### config.mk
export PLATFORM = sky130hd
export DESIGN_NAME = alu_operand_sequencer
export DESIGN_NICKNAME = d
export VERILOG_FILES = /design/src/rtl/alu_ctrl_pkg.sv /design/src/rtl/button_debouncer.sv /design/src/rtl/alu_operand_sequencer.sv
export SDC_FILE = /design/constraint.sdc
export NUM_CORES = 1
export LEC_CHECK = 0
export CAP_MARGIN = 0
export CORE_MARGIN = 3
export CORE_UTILIZATION = 60
export DETAILED_ROUTE_END_ITERATION = 8
export PLACE_DENSITY = 0.85
export SLEW_MARGIN = 20
export SYNTH_ARGS = -nofsm -noshare
export SYNTH_HDL_FRONTEND = slang
export SYNTH_SLANG_ARGS = --single-unit
### constraint.sdc
create_clock -name clk -period 3.5 [get_ports clk]
set_clock_uncertainty 0.05 [all_clocks]
set_input_delay 0.35 -clock clk [delete_from_list [all_inputs] [get_ports clk]]
set_output_delay 0.35 -clock clk [all_outputs]
set_load 0.02 [all_outputs]
### src/rtl/alu_ctrl_pkg.sv
// Shared opcode values, FSM state encoding and default widths for the ALU front-end controller.
package alu_ctrl_pkg;

  localparam int NB_IN_DEF   = 8;
  localparam int NB_CODE_DEF = 6;

  localparam logic [5:0] OP_ADD = 6'b100000;
  localparam logic [5:0] OP_SUB = 6'b100010;
  localparam logic [5:0] OP_AND = 6'b100100;
  localparam logic [5:0] OP_OR  = 6'b100101;
  localparam logic [5:0] OP_XOR = 6'b100110;
  localparam logic [5:0] OP_SRA = 6'b000011;
  localparam logic [5:0] OP_SRL = 6'b000010;
  localparam logic [5:0] OP_NOR = 6'b100111;

  typedef enum logic [1:0] {
    S_A   = 2'b00,
    S_B   = 2'b01,
    S_OP  = 2'b10,
    S_RUN = 2'b11
  } state_t;

  function automatic logic is_legal_op(input logic [5:0] code);
    return (code == OP_ADD) || (code == OP_SUB) || (code == OP_AND) || (code == OP_OR) ||
           (code == OP_XOR) || (code == OP_SRA) || (code == OP_SRL) || (code == OP_NOR);
  endfunction

endpackage

### src/rtl/button_debouncer.sv
// Raw button -> 2-FF sync -> counter debouncer -> one-cycle press pulse on debounced rise.
// Pulse is asserted DB_CYCLES+1 edges after the first edge that samples the raw rise.
module button_debouncer #(
  parameter int DB_CYCLES = 1000000
) (
  input  logic clk,
  input  logic reset_n,
  input  logic btn,
  output logic press
);

  localparam int CW = $clog2(DB_CYCLES + 1);

  logic [1:0]    sync_q, sync_d;
  logic          db_q, db_d;
  logic          db_prev_q, db_prev_d;
  logic [CW-1:0] cnt_q, cnt_d;

  always_comb begin
    sync_d    = {sync_q[0], btn};
    db_prev_d = db_q;
    db_d      = db_q;
    cnt_d     = '0;
    // The count must see DB_CYCLES consecutive disagreeing samples; any agreement restarts it.
    if (sync_q[1] != db_q) begin
      if (cnt_q == CW'(DB_CYCLES - 1)) begin
        db_d = sync_q[1];
      end else begin
        cnt_d = cnt_q + 1'b1;
      end
    end
  end

  always_ff @(posedge clk or negedge reset_n) begin
    if (!reset_n) begin
      sync_q    <= '0;
      db_q      <= 1'b0;
      db_prev_q <= 1'b0;
      cnt_q     <= '0;
    end else begin
      sync_q    <= sync_d;
      db_q      <= db_d;
      db_prev_q <= db_prev_d;
      cnt_q     <= cnt_d;
    end
  end

  assign press = db_q & ~db_prev_q;

endmodule

### src/rtl/alu_operand_sequencer.sv
// Steps the switch bus through operand A, operand B and opcode on debounced enter presses; clear resets.
// Optional macro ALU_OPCODE_CHECK_EN rejects non-ALU opcodes and reports them on o_err.
module alu_operand_sequencer
  import alu_ctrl_pkg::*;
#(
  parameter int NB_IN     = NB_IN_DEF,
  parameter int NB_CODE   = NB_CODE_DEF,
  parameter int DB_CYCLES = 1000000
) (
  input  logic               clk,
  input  logic               reset_n,
  input  logic [NB_IN-1:0]   switch,
  input  logic               b_enter,
  input  logic               b_clear,
  output logic [NB_IN-1:0]   o_dato1,
  output logic [NB_IN-1:0]   o_dato2,
  output logic [NB_CODE-1:0] o_code,
  output logic [1:0]         o_state,
  output logic               o_valid,
  output logic               o_err
);

  logic enter_p, clear_p;

  button_debouncer #(.DB_CYCLES(DB_CYCLES)) u_db_enter (
    .clk(clk), .reset_n(reset_n), .btn(b_enter), .press(enter_p)
  );

  button_debouncer #(.DB_CYCLES(DB_CYCLES)) u_db_clear (
    .clk(clk), .reset_n(reset_n), .btn(b_clear), .press(clear_p)
  );

  state_t             state_q, state_d;
  logic [NB_IN-1:0]   dato1_q, dato1_d;
  logic [NB_IN-1:0]   dato2_q, dato2_d;
  logic [NB_CODE-1:0] code_q, code_d;
  logic [NB_CODE-1:0] code_sel;
  logic               err_q, err_d;

  assign code_sel = switch[NB_CODE-1:0];

  always_comb begin
    state_d = state_q;
    dato1_d = dato1_q;
    dato2_d = dato2_q;
    code_d  = code_q;
    err_d   = err_q;
    // Clear takes priority over a coincident enter press.
    if (clear_p) begin
      state_d = S_A;
      dato1_d = '0;
      dato2_d = '0;
      code_d  = '0;
      err_d   = 1'b0;
    end else if (enter_p) begin
      unique case (state_q)
        S_A: begin
          dato1_d = switch;
          state_d = S_B;
          err_d   = 1'b0;
        end
        S_B: begin
          dato2_d = switch;
          state_d = S_OP;
          err_d   = 1'b0;
        end
        S_OP, S_RUN: begin
`ifdef ALU_OPCODE_CHECK_EN
          if (is_legal_op(6'(code_sel))) begin
            code_d  = code_sel;
            state_d = S_RUN;
            err_d   = 1'b0;
          end else begin
            err_d   = 1'b1;
          end
`else
          code_d  = code_sel;
          state_d = S_RUN;
          err_d   = 1'b0;
`endif
        end
      endcase
    end
  end

  always_ff @(posedge clk or negedge reset_n) begin
    if (!reset_n) begin
      state_q <= S_A;
      dato1_q <= '0;
      dato2_q <= '0;
      code_q  <= '0;
      err_q   <= 1'b0;
    end else begin
      state_q <= state_d;
      dato1_q <= dato1_d;
      dato2_q <= dato2_d;
      code_q  <= code_d;
      err_q   <= err_d;
    end
  end

  assign o_dato1 = dato1_q;
  assign o_dato2 = dato2_q;
  assign o_code  = code_q;
  assign o_state = state_q;
  assign o_valid = (state_q == S_RUN);
  assign o_err   = err_q;

endmodule

==> impl_metrics.ini <==
[clocking]
post_cts_resize_count = 0
htreeDepth = 3
cts_buffer_depth = 2
path_clk_slew_ns = 0.07
root_buffer = clkbuf_8
cts.sinks = 72
holdBufCountCts = 0
postCtsSetupRepairBufs = 0
clk-insertion-delay-late_ns = 0.35
cts_tree = built
cts_made_buffers = 9

[critical_path]
crit_buf_inv = 1
worstPathCellList = ha_1 -> and3_1 -> nand2_1 -> o31ai_2 -> buf_4 -> nor2_1
required_ns = 3.69
critical_path.max_fanout = 11
cpMaxStageDelayCell = o31ai_2
endpoint_kind = flip-flop
critPathLaunchType = flip-flop
crit_family = compound AO/OA/AOI/OAI gates
worstPathArrival_ns = 2.56
criticalPathCategory = flip-flop to flip-flop
slowest_delay_ns = 0.70

[cells_and_area]
finalCoreUtilization_pct = 76.34
drive_gt1_share_pct = 8.995
nFillCells = 340
insertedDiodeCount = 0
area_growth_syn_to_layout_pct = 21.01
final_net_count = 387

[grt]
grt_pass1_wl_um = 12110
grt_overflow = 0
gr-usage-all-layers_pct = 24.88
grt_max_degree = 73
grt_pass1_vias = 2594
antenna_found_initial = 0

[flow_run]
max_cap_viol_count = 0

[floorplan]
ios = 38
rows = 26
die_y_um = 79.75
die_w_um = 79.75
core_um2 = 5172
fp.dieArea_um2 = 6359
start_util_pct = 63.09

[timing]
finalSetupTns_ns = 0
max_slew_margin_pct = 25.89
whs_ns = 0.1308
period_share_pct = 67.72
hold_violations = 0
tightestPinTransition_ns = 1.109
drv_slew = 0
finalCriticalPeriod_ns = 2.370
max_freq_mhz = 421.9
rsz0062_at_grt = no
setup_violations = 0

[route]
antenna_left = 0
vias_per_cell = 5.915
routed_wl_um = 7052
first_pass_iters = 4
wl_per_cell_um = 15.74
drtIter0Drc = 201
vias = 2650
post-route-drc-count = 0

[pwr]
internal-power_w = 0.001424
seqPwrFrac_pct = 47.7
power_density_nw_per_um2 = 449.8
power.switching_w = 0.0003523
swShare_pct = 19.83
clkPwrFrac_pct = 49.3
pwr-share-comb_pct = 3.1
power.leakage_nw = 1.629
ir_drop_uv = 382.7

[synthesis]
yosys_warnings = 0
yosysMostFrequentCell = dfrtp_1
ys_ff_latch = 72
synth_edf_count = 0
ys.flop_type = dfrtp_1
ys_types = 42
synth_top_area_cell = dfrtp_1
netlist_area_um2 = 3263
avgSynthCellArea_um2 = 9.654
synth_nets = 352
ys_top_cells_by_area = dfrtp_1, nand2_1, a21oi_1, xnor2_1, nor2_1
synth_top_area_share_pct = 55.21
synthArstFlopShare_pct = 100.0
ys_seq_area_share_pct = 55.21
syn-instance-count = 338
synth_commonest_cells = dfrtp_1, nand2_1, a21oi_1

[placed_design]
hpwl_um = 4566
gp_congestion = 0.7979
numPortBuffers = 36

[status]
outcome = complete, no violations

[hold_path]
min_path_type = input pin to async pin
through the flow:
| stage | setup WS, ns | power, W | cell area (um2) | instances |
|---|---|---|---|---|
| final | 1.130 | 0.001776 | 3949 | 448 |
| after global routing | 0.9697 | 0.001822 | 3949 | 448 |
| after CTS | 1.130 | 0.001782 | 3949 | 448 |
| after detailed placement | 1.199 | 0.0009178 | 3680 | 432 |
| after global placement | 1.234 | 0.0009162 | 3680 | 432 |
| after floorplan | 1.513 | 0.0008802 | 3263 | 338 |
registers in the layout, indices dropped and copies added, names as in the netlist:
register              flops
o_code                    6
u_db_clear.db_prev_q      1
o_state                   2
u_db_clear.cnt_q         20
u_db_clear.sync_q         2
u_db_enter.cnt_q         20
u_db_enter.db_prev_d      1
u_db_clear.db_prev_d      1
o_dato2                   8
o_dato1                   8
u_db_enter.sync_q         2
u_db_enter.db_prev_q      1
cell type report:
class / instances / area [um2] / area share, %
clock buffer: 11 / 141.4 / 3.580
clock inverter: 5 / 127.6 / 3.232
inverter: 6 / 22.52 / 0.5703
multi-input combinational: 244 / 1383 / 35.01
sequential: 72 / 1802 / 45.63
tap: 70 / 87.58 / 2.218
timing repair buffer: 40 / 385.4 / 9.759
cells by family (layout without fill, tap and decap cells):
group / Yosys count / count (layout) / share of synthesized area, %
AO/OA/AOI/OAI: 51 / 51 / 8.666
flip-flops: 72 / 72 / 55.21
AND/OR/NAND/NOR: 163 / 163 / 25.12
buffers and inverters: 22 / 62 / 2.722
other: 1 / 1 / 0.1149
multiplexers: 2 / 2 / 0.6901
XOR/XNOR: 25 / 25 / 6.710
adder cells (fa/ha/maj): 2 / 2 / 0.7667
path summary, 6_finish.rpt:
check,start,end,slack (ns),cells after the start
max,u_db_clear.cnt_q[0],u_db_clear.cnt_q[8],1.13,6
min,reset_n,o_code[0],0.13,2
max reg2reg,u_db_clear.cnt_q[0],u_db_clear.cnt_q[8],1.13,6
min reg2reg,u_db_clear.sync_q[0],u_db_clear.sync_q[1],0.30,0
max in group asynchronous,reset_n,u_db_clear.cnt_q[0],2.68,2
min in group clk,u_db_clear.sync_q[0],u_db_clear.sync_q[1],0.30,0
per-layer routing:
| layer | part of all wire (%) | global-route usage (%) | wire [um] | vias to the layer above |
|---|---|---|---|---|
| met3 | 5.7 | 5.643 | 402 | 15 |
| met2 | 49 | 39.23 | 3431 | 90 |
| met1 | 43 | 31.69 | 3015 | 1304 |
| li1 | - | - | - | 1241 |
| met5 | 0 | 0 | 0 | - |
| met4 | 2.9 | 14.02 | 202 | 0 |
power by group through the flow:
stage          Combinational, W  Clock [W]  Sequential [W]
2_1_floorplan         0.0000189          0        0.000861
3_3_place_gp          0.0000542          0        0.000862
3_5_place_dp          0.0000552          0        0.000863
4_1_cts               0.0000558   0.000880        0.000847
5_1_grt               0.0000617   0.000913        0.000848
6_report              0.0000545   0.000875        0.000847
placed cells by master (no fill, tap or decap), drive strengths merged, types with 3 or more instances in the layout:
cell type	n
inv	6
xor2	10
or3	7
nor3	9
and3	3
o31ai	8
clkbuf	11
nand2	55
nor4	6
nand4	7
xnor2	15
or2	3
a21oi	36
or4	7
clkdlybuf4s50	35
dfrtp	72
buf	5
nand3	20
bufinv	4
nor2	31
or4b	3
o21ai	6
No activity file was read; power rests on OpenSTA's default activity.
